==> config.mk <==
export PLATFORM = sky130hd
export DESIGN_NAME = act_skew_feeder
export DESIGN_NICKNAME = d
export VERILOG_FILES = /design/src/rtl/act_feeder_pkg.sv /design/src/rtl/skew_delay_line.sv /design/src/rtl/act_skew_feeder.sv
export SDC_FILE = /design/constraint.sdc
export NUM_CORES = 1
export LEC_CHECK = 0
export CORE_MARGIN = 10
export CORE_UTILIZATION = 35
export CTS_CLUSTER_SIZE = 30
export DETAILED_ROUTE_END_ITERATION = 8
export DONT_BUFFER_PORTS = 1
export GPL_ROUTABILITY_DRIVEN = 1
export SLEW_MARGIN = 5
export SYNTH_ARGS = -nofsm -noshare
export SYNTH_HDL_FRONTEND = slang
export SYNTH_SLANG_ARGS = --single-unit
==> constraint.sdc <==
create_clock -name clk -period 1.8 [get_ports clk]
set_clock_uncertainty 0.15 [all_clocks]
set_input_delay 0.18 -clock clk [delete_from_list [all_inputs] [get_ports clk]]
set_output_delay 0.18 -clock clk [all_outputs]
set_load 0.02 [all_outputs]
==> src/rtl/act_feeder_pkg.sv <==
// Shared types and constants for the activation skew feeder.
package act_feeder_pkg;
  typedef enum logic [1:0] {IDLE, FEED, DRAIN, DONE} feeder_state_t;
  localparam logic [31:0] FP_ZERO = 32'h0;
endpackage

==> src/rtl/skew_delay_line.sv <==
// DELAY-stage shift register with enable and synchronous clear; one per array row.
module skew_delay_line #(
  parameter int DATA_W = 32,
  parameter int DELAY  = 1
) (
  input  logic              clk,
  input  logic              rst_n,
  input  logic              en,
  input  logic              clr,
  input  logic [DATA_W-1:0] din,
  output logic [DATA_W-1:0] dout
);
  logic [DELAY-1:0][DATA_W-1:0] sr_q, sr_d;

  always_comb begin
    sr_d = sr_q;
    if (clr) begin
      sr_d = '0;
    end else if (en) begin
      sr_d[0] = din;
      for (int s = 1; s < DELAY; s++) sr_d[s] = sr_q[s-1];
    end
  end

  always_ff @(posedge clk or negedge rst_n) begin
    if (!rst_n) sr_q <= '0;
    else        sr_q <= sr_d;
  end

  assign dout = sr_q[DELAY-1];
endmodule

==> src/rtl/act_skew_feeder.sv <==
// West-edge feeder: diagonally skews activation beats into the systolic array,
// flushes with zeros after the last beat, then pulses done. Option: ACT_FEEDER_STALL_CNT_EN.
module act_skew_feeder
  import act_feeder_pkg::*;
#(
  parameter int ROWS   = 4,
  parameter int DATA_W = 32,
  parameter int CNT_W  = 16
) (
  input  logic                   clk,
  input  logic                   rst_n,
  input  logic                   start,
  input  logic                   in_valid,
  output logic                   in_ready,
  input  logic [ROWS*DATA_W-1:0] in_data,
  input  logic                   in_last,
  output logic [ROWS*DATA_W-1:0] west_out,
  output logic                   compute,
  output logic                   busy,
  output logic                   done
`ifdef ACT_FEEDER_STALL_CNT_EN
  ,
  output logic [CNT_W-1:0]       stall_cnt
`endif
);
  localparam int DC_W       = (ROWS > 2) ? $clog2(ROWS) : 1;
  localparam int DRAIN_INIT = (ROWS > 1) ? ROWS - 2 : 0;

  feeder_state_t   state_q, state_d;
  logic [DC_W-1:0] dcnt_q, dcnt_d;
  logic            compute_q, compute_d;
  logic            done_q, done_d;
  logic            advance, clr_skew;

  assign in_ready = (state_q == FEED);
  assign advance  = (in_ready & in_valid) | (state_q == DRAIN);
  assign clr_skew = (state_q == IDLE) & start;

  always_comb begin
    state_d   = state_q;
    dcnt_d    = dcnt_q;
    done_d    = 1'b0;
    compute_d = advance;
    case (state_q)
      IDLE:  if (start) state_d = FEED;
      FEED: begin
        if (in_valid && in_last) begin
          if (ROWS == 1) begin
            state_d = DONE;
            done_d  = 1'b1;
          end else begin
            state_d = DRAIN;
            dcnt_d  = DC_W'(DRAIN_INIT);
          end
        end
      end
      DRAIN: begin
        if (dcnt_q == '0) begin
          state_d = DONE;
          done_d  = 1'b1;
        end else begin
          dcnt_d = dcnt_q - 1'b1;
        end
      end
      DONE:    state_d = IDLE;
      default: state_d = IDLE;
    endcase
  end

`ifdef ACT_FEEDER_STALL_CNT_EN
  logic [CNT_W-1:0] stall_q, stall_d;
  always_comb begin
    stall_d = stall_q;
    if (clr_skew)
      stall_d = '0;
    else if ((state_q == FEED) && !in_valid && (stall_q != '1))
      stall_d = stall_q + 1'b1;
  end
  assign stall_cnt = stall_q;
`endif

  // compute is the registered advance, so the strobe seen in the DONE cycle
  // belongs to the final drain shift that presents row ROWS-1's last element.
  always_ff @(posedge clk or negedge rst_n) begin
    if (!rst_n) begin
      state_q   <= IDLE;
      dcnt_q    <= '0;
      compute_q <= 1'b0;
      done_q    <= 1'b0;
`ifdef ACT_FEEDER_STALL_CNT_EN
      stall_q   <= '0;
`endif
    end else begin
      state_q   <= state_d;
      dcnt_q    <= dcnt_d;
      compute_q <= compute_d;
      done_q    <= done_d;
`ifdef ACT_FEEDER_STALL_CNT_EN
      stall_q   <= stall_d;
`endif
    end
  end

  assign compute = compute_q;
  assign done    = done_q;
  assign busy    = (state_q != IDLE);

  for (genvar r = 0; r < ROWS; r++) begin : g_row
    logic [DATA_W-1:0] din;
    assign din = (state_q == DRAIN) ? DATA_W'(FP_ZERO) : in_data[r*DATA_W +: DATA_W];
    skew_delay_line #(.DATA_W(DATA_W), .DELAY(r + 1)) u_dl (
      .clk  (clk),
      .rst_n(rst_n),
      .en   (advance),
      .clr  (clr_skew),
      .din  (din),
      .dout (west_out[r*DATA_W +: DATA_W])
    );
  end
endmodule
After elaboration in Yosys (flattened, before gate mapping)
Cells that the tools add are included.
- register bits: 326
- bits of input ports: 133
- output and inout bits: 132
- word-level logic and storage cells: 53
- add/sub/neg operators: 1
- equality and inequality tests: 7
- muxes and demuxes: 20
- bitwise operators: 3
- reduce and logical (&&, ||, !) cells: 8
- operator list (cell ; count):
    128-bit 2-to-1 mux ; 2
    32-bit 2-to-1 mux ; 6
    96-bit 2-to-1 mux ; 2
    64-bit 2-to-1 mux ; 2
    2-bit 2-to-1 mux ; 4
    2-bit case mux with 4 select lines ; 1
    2-bit inequality test (second input constant) ; 3
    3-bit AND reduction ; 2
    2-bit nonzero test ; 3
    2-bit equality test (second input constant) ; 2
    2-bit zero test ; 2
    2-bit case mux with 2 select lines ; 1
    1-bit bitwise AND ; 2
    2-bit by 1-bit equality test with 1-bit output (second input constant) ; 1
    1-bit 2-to-1 mux ; 2
    2-bit by 1-bit inequality test with 1-bit output (second input constant) ; 1
    2-bit by 1-bit subtractor with 2-bit output (second input constant) ; 1
    1-bit logical AND ; 1
    1-bit OR ; 1

Longest topological paths before layout
Gate-level depths: netlist (run 1).
- depth after elaboration: 5
- depth in mapped cells: 9
- depth with buffers taken out: 6

Hierarchy
Synthesis (run 1) repeated with hierarchy kept, for this count alone.
- cells, all modules: 1302
- area, all modules: 15109.5 µm²
- by module, submodules not included (module ; times used ; cells an instance ; area each (µm²) ; seq. area each (µm²)):
    skew_delay_line (g_row[3].u_dl) ; 1 ; 444 ; 5532.8 ; 3203.1
    skew_delay_line (g_row[2].u_dl) ; 1 ; 342 ; 4150.2 ; 2402.3
    skew_delay_line (g_row[1].u_dl) ; 1 ; 238 ; 2851.5 ; 1601.5
    skew_delay_line (g_row[0].u_dl) ; 1 ; 103 ; 1323.8 ; 800.8
    act_skew_feeder ; 1 ; 175 ; 1251.2 ; 150.1

Worst setup path after synthesis (run 1)
Ideal clock, no wire load.
- kind: register to register
- start: register state_q[1]
- end: register g_row[2].u_dl.sr_q[12] (netlist name)
- arrival time: 1.717 ns
- required time: 1.529 ns
- setup slack: -0.188 ns
- cell stages (with the launch flop): 10
- period minus slack after synthesis: 1.988 ns
- cell sequence: dfrtp_1 -> inv_1 -> ha_1 -> a21oi_1 -> buf_4 -> inv_2 -> nor2_4 -> buf_4 -> buf_2 -> a22o_1
- word-level cells in the longest chain between the ends: 4
- ends and longest elaborated chain (what ; RTL line ; source):
    from (decl) ; act_skew_feeder.sv:29 ; feeder_state_t state_q, state_d;
    from (signal assigned) ; act_skew_feeder.sv:94 ; state_q <= state_d;
    2-bit by 1-bit equality test with 1-bit output ; act_skew_feeder.sv:35 ; assign in_ready = (state_q == FEED);
    net in_ready ; act_skew_feeder.sv:14 ; output logic in_ready,
    1-bit bitwise AND ; act_skew_feeder.sv:36 ; assign advance = (in_ready & in_valid) | (state_q == DRAIN);
    1-bit OR ; act_skew_feeder.sv:36 ;
    2-bit nonzero test (no source line) ; - ;
    to (signal assigned) ; skew_delay_line.sv:27 ; else sr_q <= sr_d;
    to (decl) ; skew_delay_line.sv:13 ; logic [DELAY-1:0][DATA_W-1:0] sr_q, sr_d;
The timed path passes the listed nets, and every way through them passes these cells. The select of a mux whose other input is x is not followed.
A chain may end at the register's enable or synchronous reset.

Worst setup path in the final report (run 1)
- start: register state_q[0]
- end: register g_row[0].u_dl.sr_q, in the netlist g_row[0].u_dl.dout[27]
- word-level cells in the longest chain between the ends: 4
- ends and longest elaborated chain (what ; RTL line):
    2-bit equality test or 2-bit by 1-bit equality test with 1-bit output (tied branches) ; act_skew_feeder.sv:36, act_skew_feeder.sv:110, act_skew_feeder.sv:35
    32-bit 2-to-1 mux or 1-bit bitwise AND (tied branches) ; act_skew_feeder.sv:110, act_skew_feeder.sv:36
    32-bit 2-to-1 mux or 1-bit OR (tied branches) ; skew_delay_line.sv:19, act_skew_feeder.sv:36
    32-bit 2-to-1 mux or 2-bit nonzero test (tied branches) ; -
    to (signal assigned) ; skew_delay_line.sv:27
    to (decl) ; skew_delay_line.sv:13
Several ways; a longest one is shown, not always the timed one. The select of a mux whose other input is x is not followed.

==> results of run 1 <==
-- worst max-delay path, stage by stage (launching register included) --
cell	delay (ps)
dfrtp_1	420
inv_2	140
ha_2	230
and2_4	220
nor3_4	60
buf_12	150
buf_12	160
a22o_1	240
-- cell families (layout without fill, tap and decap cells) --
kind of cell / count (synthesis) / after routing
buffers and inverters: 200 / 301
DFF: 326 / 326
and+or+nand+nor: 439 / 439
adders and majority gates: 6 / 6
AOI/OAI and AO/OA: 323 / 323
other: 0 / 4
muxes: 4 / 4
-- through the flow --
step                power [µW]  hold slack (ps)  TNS (ps)
floorplan                22400           -265.6     -2497
global placement         24880           -252.0     -8093
detailed placement       25230           -251.9    -16670
CTS                      35280           -848.6    -14210
global route             39480           -839.4    -35990
finish                   37270           -803.0    -17630
-- area by class of cell --
type                            instances  area [µm²]  area share
Antenna cell                            4       10.01   0.0005810
Timing Repair Buffer                  223        2948      0.1711
Clock buffer                           54        1125     0.06529
Inverter                                8       40.04    0.002324
Multi-Input combinational cell        772        4109      0.2385
Clock inverter                         16       198.9     0.01155
Sequential cell                       326        8158      0.4735
Tap cell                              511       639.4     0.03711
-- power breakdown --
part           leakage, µW  internal [µW]  switching, µW
Combinational      0.00270           7290           7450
Clock             0.000649           4960           3120
Sequential         0.00433          10500           3930
Total              0.00768          22800          14500
-- how the worst min path moves through the flow --
stage / start / endpoint / slack (ps) / cells after the start
after global placement: rst_n / g_row[3].u_dl.dout[19] / -250 / 0
after floorplan: rst_n / compute / -270 / 0
after detailed placement: rst_n / g_row[3].u_dl.dout[22] / -250 / 0
final: rst_n / g_row[3].u_dl.dout[22] / -800 / 0
after CTS: rst_n / g_row[3].u_dl.dout[22] / -850 / 0
after global routing: rst_n / g_row[3].u_dl.dout[22] / -840 / 0
-- what timing repair did --
| action | in CTS | in global routing |
|---|---|---|
| resized for setup | 26 | 62 |
| gates cloned | 7 | 17 |
| setup buffers | 10 | 8 |
| pin swaps | 4 | 8 |
| endpoints found under the setup margin | 318 | 321 |
| endpoints found under the hold margin | 478 | 326 |
-- synthesized netlist by cell type --
library cell	instances	area share
a21boi_0	1	0.00057
a21oi_1	216	0.082
a221oi_1	1	0.00066
a22o_1	105	0.070
and2_1	2	0.00095
buf_1	18	0.0051
buf_2	34	0.013
buf_4	100	0.057
clkbuf_1	40	0.011
dfrtp_1	326	0.62
ha_1	6	0.0057
inv_1	7	0.0020
inv_2	1	0.00028
mux2_2	2	0.0017
mux2i_1	2	0.0015
nand2_1	409	0.12
nand3b_1	23	0.013
nor2_1	2	0.00057
nor2_4	1	0.00085
nor3_1	1	0.00038
nor3_4	1	0.0012
-- sequential cells by signal (all words and copies together), names as in the netlist --
register	cells
g_row.u_dl.sr_q	192
state_q	2
g_row.u_dl.dout	128
dcnt_q	2
compute	1
done	1
-- per-layer routing --
metal,vias up,wire length [µm],track usage
li1,4401,-,-
met1,4759,17050,0.2012
met2,284,17580,0.2269
met3,60,2993,0.05557
met4,6,811,0.04680
met5,-,41,0
==> run_results.csv, run 1 <==
group,metric,value,unit
clocking,clk_latency,540,ps
critical_path,crit_path_start,"state_q[0]",
critical_path,regToRegSetupSlack,-110,ps
layout,final_nets,1508,
sta,fin_ws,-114.3,ps
synthesis,synth_top_family_by_area,"compound AO/OA/AOI/OAI gates",
synthesis,synth_mux_area_frac,0.003218,
floorplan,io_pins,265,
sta,fmax,522.4,MHz
clocking,clockBufferDepth,3,
route,vias,9510,
clocking,postCtsHoldBufs,131,
sta,final_max_slew_viol_count,0,
global_route,grt_pass1_vias,9304,
critical_path,timing.rr.start,"state_q[0]",
min_path,hold_path.class,"in -> async",
sta,fin_crit_sh,1.064,
job,maxCapViolCount,0,
sta,finalCriticalPeriod,1914,ps
layout,final_layout_size_suffix_gt1_frac,0.1601,
route,drtIter0Drc,707,
clocking,cts_max_level,2,
synthesis,yosys.area_share.simple,0.1332,
global_route,grt_pass1_wl,56380,µm
run_status,violations,"hold timing, setup timing",
critical_path,startpoint_type,"flip-flop",
clocking,cts_buffers,38,
route,wl_per_cell,20.11,µm
global_route,antenna_found_initial,7,
critical_path,cp.required,2070,ps
route,drc,0,
sta,hold-worst-slack,-803.0,ps
synthesis,netlist_area,0.01322,mm²
layout,final_common_cell,"nand2_1",
floorplan,die_w,214.4,µm
sta,hold_viol,326,
synthesis,synth_fa_ha_area_frac,0.005678,
place,hpwl,21300,µm
floorplan,coreArea,0.03749,mm²
pwr,p_leak,0.007678,µW
place,io_buffers,0,
critical_path,reg2reg_depth,7,
route,ant_nets,0,
global_route,grt_util_all_layers,0.1518,
synthesis,avgSynthCellArea,10.19,µm²
floorplan,start_util,0.3527,
place,dpl_cell_area,0.01348,mm²
floorplan,rows,71,
clocking,tritoncts,"yes",
route,drt_pass1_iterations,5,
critical_path,cp-end-kind,"flip-flop",
critical_path,cp-endpoint,"g_row[0].u_dl.dout[27]",
route,routed_wirelength,38480,µm
layout,final_cell_mix,"nand2_1, dfrtp_1, a21oi_1",
layout,fin_cells,1914,
global_route,grt_start_max_net_pins,327,
floorplan,die_y,214.4,µm
layout,fillers,3465,
critical_path,cp_max_fo,23,
floorplan,die-area,0.04595,mm²
run_status,status,"finished, violations left",
sta,worst_pin_slew,1054,ps
place,place.gp.congestion,0.7698,
layout,finish.instance_area,0.01723,mm²
sta,rsz0062_at_grt,"yes",
sta,final-setup-viol-count,260,
synthesis,seq_area_frac_synth,0.6170,
synthesis,synthXorXnorAreaFrac,0,
critical_path,r2r-end,"g_row[0].u_dl.dout[27]",
global_route,grt_overflow,0,
clocking,root_buffer,"clkbuf_16",
synthesis,synth_cells,1298,
route,vias_per_cell,4.969,
synthesis,synth_cell_type_count,21,
pwr,power.density,2163,mW/mm²
synthesis,synth_warnings,0,
layout,area_growth,30.30,%
place,dp.cells,1668,
clocking,clk_pin_slew,60,ps
critical_path,worstSetupPathType,"reg -> reg",
synthesis,ys_ff_latch,326,
sta,max_slew_margin,0.2972,
place,pre_cts_slack,-97.83,ps
layout,fin_util,0.4595,
critical_path,crit_arrival,2190,ps
pwr,peakVddDrop,0.0009254,V
synthesis,syn_nets,1437,
clocking,cts_num_sinks,326,
synthesis,synth_compound_gate_area_share,0.1526,
Power figures use the tool's default switching activity.
==> run 2: changes to the inputs <==
--- a/config.mk
+++ b/config.mk
@@ -6,7 +6,7 @@
 export NUM_CORES = 1
 export LEC_CHECK = 0
 export CORE_MARGIN = 10
-export CORE_UTILIZATION = 35
+export CORE_UTILIZATION = 40
 export CTS_CLUSTER_SIZE = 30
 export DETAILED_ROUTE_END_ITERATION = 8
 export DONT_BUFFER_PORTS = 1
==> run 2 against run 1 <==
The flow still finishes with violations (hold timing, setup timing). Critical path depth increased by 2. Core utilization increased by 6.7 points. Sequential share of layout area increased by 0.28 points.
==> run_results.csv, run 2 (synthesized netlist as in run 1, its figures left out) <==
group,metric,value,unit
floorplan,die_w,201.8,µm
global_route,grt_pass1_vias,9720,
route,drt_pass1_iterations,5,
route,ant_nets,0,
layout,fillers,2848,
route,highest_layer,"met5",
layout,area_growth,29.56,%
clocking,clk_pin_slew,60,ps
sta,fin_crit_sh,1.071,
floorplan,io_pins,265,
route,wl_met2,17680,µm
clocking,clk_latency,520,ps
floorplan,coreArea,0.03254,mm²
pwr,power,37050,µW
critical_path,crit_family,"buffers and inverters",
clocking,cts_num_sinks,326,
sta,rsz0062_at_grt,"yes",
clocking,cts_buffers,37,
sta,tns,-18930,ps
critical_path,startpoint_type,"flip-flop",
pwr,power.density,2163,mW/mm²
layout,fin_cells,1861,
place,dpl_cell_area,0.01342,mm²
pwr,peakVddDrop,0.0009283,V
critical_path,worstSetupPathType,"reg -> reg",
layout,final_cell_mix,"nand2_1, dfrtp_1, a21oi_1",
place,hpwl,20630,µm
pwr,p_leak,0.007735,µW
route,dr_wl_met3,3136,µm
place,io_buffers,0,
layout,final_nets,1525,
floorplan,die_y,201.8,µm
sta,fin_ws,-128.1,ps
route,drtIter0Drc,499,
critical_path,regToRegSetupSlack,-130,ps
sta,fmax,518.7,MHz
layout,multi_input_area,0.004115,mm²
critical_path,cp_max_fo,14,
run_status,status,"finished, violations left",
global_route,grt_overflow,0,
route,wl_per_cell,20.46,µm
route,drc,0,
layout,largest_reg_flops,192,
critical_path,cp.required,2090,ps
job,maxCapViolCount,0,
sta,finalCriticalPeriod,1928,ps
sta,final-setup-viol-count,312,
critical_path,cp-end-kind,"flip-flop",
clocking,tritoncts,"yes",
clocking,root_buffer,"clkbuf_16",
critical_path,crit_arrival,2220,ps
route,vias,9544,
critical_path,cp_cell_sequence,"inv_2 > ha_4 > a21oi_4 > buf_6 > buf_16 > buf_12 > buf_12 > nand2_1 > a21oi_1",
run_status,violations,"hold timing, setup timing",
floorplan,die-area,0.04073,mm²
sta,hold_viol,326,
route,wl_met1,16600,µm
clocking,cts_max_level,2,
layout,finish.instance_area,0.01713,mm²
route,routed_wirelength,38070,µm
layout,final_common_cell,"nand2_1",
sta,hold-worst-slack,-791.4,ps
global_route,grt_util_all_layers,0.1729,
layout,max_flop_register,"g_row.u_dl.sr_q",
sta,max_slew_margin,0.4466,
clocking,clockBufferDepth,3,
min_path,hold_path.class,"in -> async",
place,dp.cells,1607,
layout,regArea,0.008159,mm²
critical_path,crit_path_frequent_cell,"buf_12",
sta,worst_pin_slew,830.1,ps
global_route,grt_start_max_net_pins,327,
global_route,grt_pass1_wl,57210,µm
floorplan,start_util,0.4064,
critical_path,max_stage_delay,410,ps
route,vias_per_cell,5.128,
critical_path,critPathBufInv,5,
global_route,antenna_found_initial,9,
layout,final_layout_size_suffix_gt1_frac,0.1482,
critical_path,slowest_stage,"dfrtp_1",
place,place.gp.congestion,0.7466,
floorplan,rows,66,
sta,final_max_slew_viol_count,0,
## run 2: changes by cell type in the layout (fill, tap and decap cells not counted), moves of 4 or more
cell / delta
nand2_4: +8
buf_12: -4
nand2_1: +25
buf_6: +7
a21oi_1: +5
nand2_2: -33
a21oi_2: -5
diode_2: +5
buf_4: +15
## run 2: stage by stage
step,utilization,hold slack (ps),worst slack (ps)
after floorplan,-,-265.6,-30.32
after global placement,0.4124,-255.4,-93.19
after detailed placement,0.4124,-257.0,-133.1
after CTS,0.5078,-821.9,-103.3
after global routing,0.5264,-821.3,-202.0
final,0.5265,-791.4,-128.1
## run 2: final timing paths
path / depth (start not counted) / from / end
hold / removal: 0 / rst_n / g_row[1].u_dl.dout[9]
setup reg to reg: 9 / state_q[0] / g_row[2].u_dl.dout[8]
hold reg to reg: 1 / g_row[3].u_dl.sr_q[7] / g_row[3].u_dl.sr_q[7]
min in group clk: 3 / in_last / dcnt_q[1]
max in group asynchronous: 0 / rst_n / g_row[2].u_dl.sr_q[44]
setup / recovery: 9 / state_q[0] / g_row[2].u_dl.dout[8]
## run 2: report_power, final
group | total [µW] | internal [µW] | switching [µW] | leakage [µW]
logic | 15300 | 7740 | 7560 | 0.00282
registers | 14400 | 10500 | 3910 | 0.00433
clock network | 7300 | 4360 | 2940 | 0.000580
total | 37100 | 22600 | 14400 | 0.00773
## run 2: cell type report
class	count	share of cell area
Multi-Input combinational cell	772	0.2402
Tap cell	442	0.03228
Antenna cell	9	0.001315
Inverter	8	0.002410
Clock inverter	13	0.007304
Sequential cell	326	0.4763
Clock buffer	50	0.06113
Timing Repair Buffer	241	0.1790
## run 2: repair_timing
item | CTS | global route
setup buffers | 21 | 4
hold endpoints to repair | 460 | 327
endpoints found under the setup margin | 288 | 325
pin swaps | 1 | 21
gates resized for setup | 33 | 44
hold buffers | 129 | 1
cloned | 11 | 17
## run 2: layer usage
| metal | track usage | vias to the layer above |
|---|---|---|
| met4 | 0.05262 | 2 |
| met3 | 0.06221 | 45 |
| met5 | 0 | - |
| li1 | - | 4448 |
| met2 | 0.2590 | 323 |
| met1 | 0.2297 | 4726 |
==> run 3: changes to the inputs <==
==> constraint.sdc (replaced) <==
create_clock -name clk -period 1.8 [get_ports clk]
set_clock_uncertainty 0.15 [all_clocks]
set_input_delay 0.18 -clock clk [delete_from_list [all_inputs] [get_ports clk]]
set_output_delay 0.18 -clock clk [all_outputs]
set_load 0.005 [all_outputs]
==> run 3 against run 2 <==
The run still ends with hold timing, setup timing left. Core utilization is 2.4 points lower. Non-clock buffer count is 45 lower. Largest power group is now registers. Die area stayed put. Hold slack better by 15 ps. Clock-buffer cell count is 5 higher. Register-to-register slack better by 30 ps. Sequential share of layout area is 2.3 points higher. Cell area is 4.6% lower.
==> run_results.csv, run 3 (synthesized netlist as in run 1, its figures left out) <==
group,metric,value,unit
floorplan,die_y,201.8,µm
layout,final_nets,1480,
critical_path,r2r-end,"g_row[2].u_dl.sr_q[10]",
clocking,root_buffer,"clkbuf_16",
global_route,grt_pass1_wl,53650,µm
layout,largest_reg_flops,192,
floorplan,start_util,0.4064,
clocking,postCtsHoldBufs,130,
sta,rsz0062_at_grt,"yes",
critical_path,reg2reg_depth,8,
sta,worst_pin_slew,707.8,ps
min_path,hold_path.class,"in -> async",
route,vias,9157,
route,routed_wirelength,35850,µm
sta,tns,-8600,ps
critical_path,worstSetupPathType,"reg -> reg",
sta,fin_crit_sh,1.054,
sta,max_slew_margin,0.5281,
clocking,cts_max_level,2,
run_status,violations,"hold timing, setup timing",
critical_path,cp.required,2040,ps
critical_path,timing.rr.start,"state_q[0]",
route,wl_per_cell,19.76,µm
place,dp.cells,1587,
place,io_buffers,0,
layout,max_flop_register,"g_row.u_dl.sr_q",
clocking,clockBufferDepth,3,
route,vias_per_cell,5.048,
pwr,peakVddDrop,0.001270,V
layout,fin_cells,1814,
sta,finalCriticalPeriod,1897,ps
layout,final_common_cell,"nand2_1",
layout,area_growth,23.66,%
clocking,cts_buffers,37,
critical_path,startpoint_type,"flip-flop",
clocking,tritoncts,"yes",
critical_path,cp-end-kind,"flip-flop",
critical_path,cp_max_fo,12,
floorplan,die-area,0.04073,mm²
sta,final_max_slew_viol_count,0,
clocking,clk_latency,510,ps
sta,final-setup-viol-count,188,
sta,hold_viol,326,
critical_path,regToRegSetupSlack,-100,ps
run_status,status,"finished, violations left",
critical_path,crit_arrival,2140,ps
global_route,grt_start_max_net_pins,327,
route,ant_nets,0,
global_route,grt_overflow,0,
route,drc,0,
pwr,power.density,2023,mW/mm²
global_route,grt_util_all_layers,0.1614,
route,drt_pass1_iterations,5,
global_route,antenna_found_initial,6,
layout,final_cell_mix,"nand2_1, dfrtp_1, a21oi_1",
floorplan,coreArea,0.03254,mm²
route,drtIter0Drc,546,
place,place.gp.congestion,0.7641,
sta,fmax,527.0,MHz
job,maxCapViolCount,0,
sta,fin_ws,-97.38,ps
clocking,cts_num_sinks,326,
pwr,p_leak,0.007349,µW
place,hpwl,19930,µm
layout,final_layout_size_suffix_gt1_frac,0.1031,
floorplan,io_pins,265,
sta,hold-worst-slack,-776.7,ps
clocking,clk_pin_slew,60,ps
floorplan,rows,66,
global_route,grt_pass1_vias,9187,
floorplan,die_w,201.8,µm
-- run 3: changes by cell type in the layout (fill, tap and decap cells not counted), moves of 6 or more --
cell	change
buf_4	-17
buf_12	-14
a21oi_1	+11
a21oi_2	-11
nand2_1	+10
nand2_4	-8
clkbuf_16	-7
clkbuf_8	+7
buf_6	-6
-- run 3: timing repair --
| action | in CTS | in global routing |
|---|---|---|
| setup buffers | 8 | 4 |
| endpoints found under the setup margin | 314 | 325 |
| pin swaps | 7 | 21 |
| endpoints found under the hold margin | 462 | 326 |
| cloned | 6 | 10 |
| gates resized for setup | 23 | 8 |
-- run 3: how the worst max path moves through the flow --
stage | depth (start not counted) | startpoint | slack (ps) | to
final | 8 | state_q[0] | -100 | g_row[2].u_dl.sr_q[10]
after global routing | 7 | state_q[1] | -140 | g_row[0].u_dl.dout[23]
after CTS | 8 | state_q[0] | -90 | g_row[0].u_dl.dout[25]
after detailed placement | 7 | state_q[1] | -110 | g_row[0].u_dl.dout[27]
after global placement | 7 | state_q[1] | -50 | g_row[3].u_dl.sr_q[26]
after floorplan | 9 | state_q[0] | -10 | g_row[2].u_dl.sr_q[12]
-- run 3: metal layers --
metal,vias up,routed length [µm],GRT usage,share of wire
met1,4517,16070,0.2169,0.45
met4,4,485,0.04107,0.014
li1,4347,-,-,-
met3,34,2808,0.05677,0.078
met2,255,16470,0.2435,0.46
met5,-,21,0,0.00059
-- run 3: worst max-delay path, stage by stage, from the launching register on --
cell	delay (ps)
dfrtp_1	400
buf_6	130
ha_4	170
a21oi_4	150
buf_6	140
nor3_4	40
buf_12	160
clkbuf_16	180
a22o_1	250
-- run 3: stage by stage --
| stage | cell area, µm² | setup WS (ps) | total power [µW] | hold slack, ps | utilization |
|---|---|---|---|---|---|
| floorplan | 13270 | -9.611 | 20720 | -265.6 | - |
| global placement | 13160 | -49.53 | 22490 | -256.3 | 0.4043 |
| detailed placement | 13160 | -111.6 | 22770 | -253.6 | 0.4043 |
| CTS | 16030 | -94.43 | 32150 | -807.1 | 0.4927 |
| global route | 16340 | -135.5 | 35290 | -807.3 | 0.5023 |
| finish | 16350 | -97.38 | 33080 | -776.7 | 0.5025 |
-- run 3: area by class of cell --
class                           count  area, µm²
Antenna cell                        4      10.01
Inverter                            8      35.03
Timing Repair Buffer              196       2386
Fill cell                        2893      16190
Tap cell                          442      553.0
Clock inverter                     11      168.9
Multi-Input combinational cell    772       3945
Sequential cell                   326       8158
Clock buffer                       55       1094
-- run 3: where the power goes --
part	total, µW	internal, µW	switching, µW
Sequential	12900	10600	2330
Combinational	12500	5800	6670
Clock	7720	4790	2940
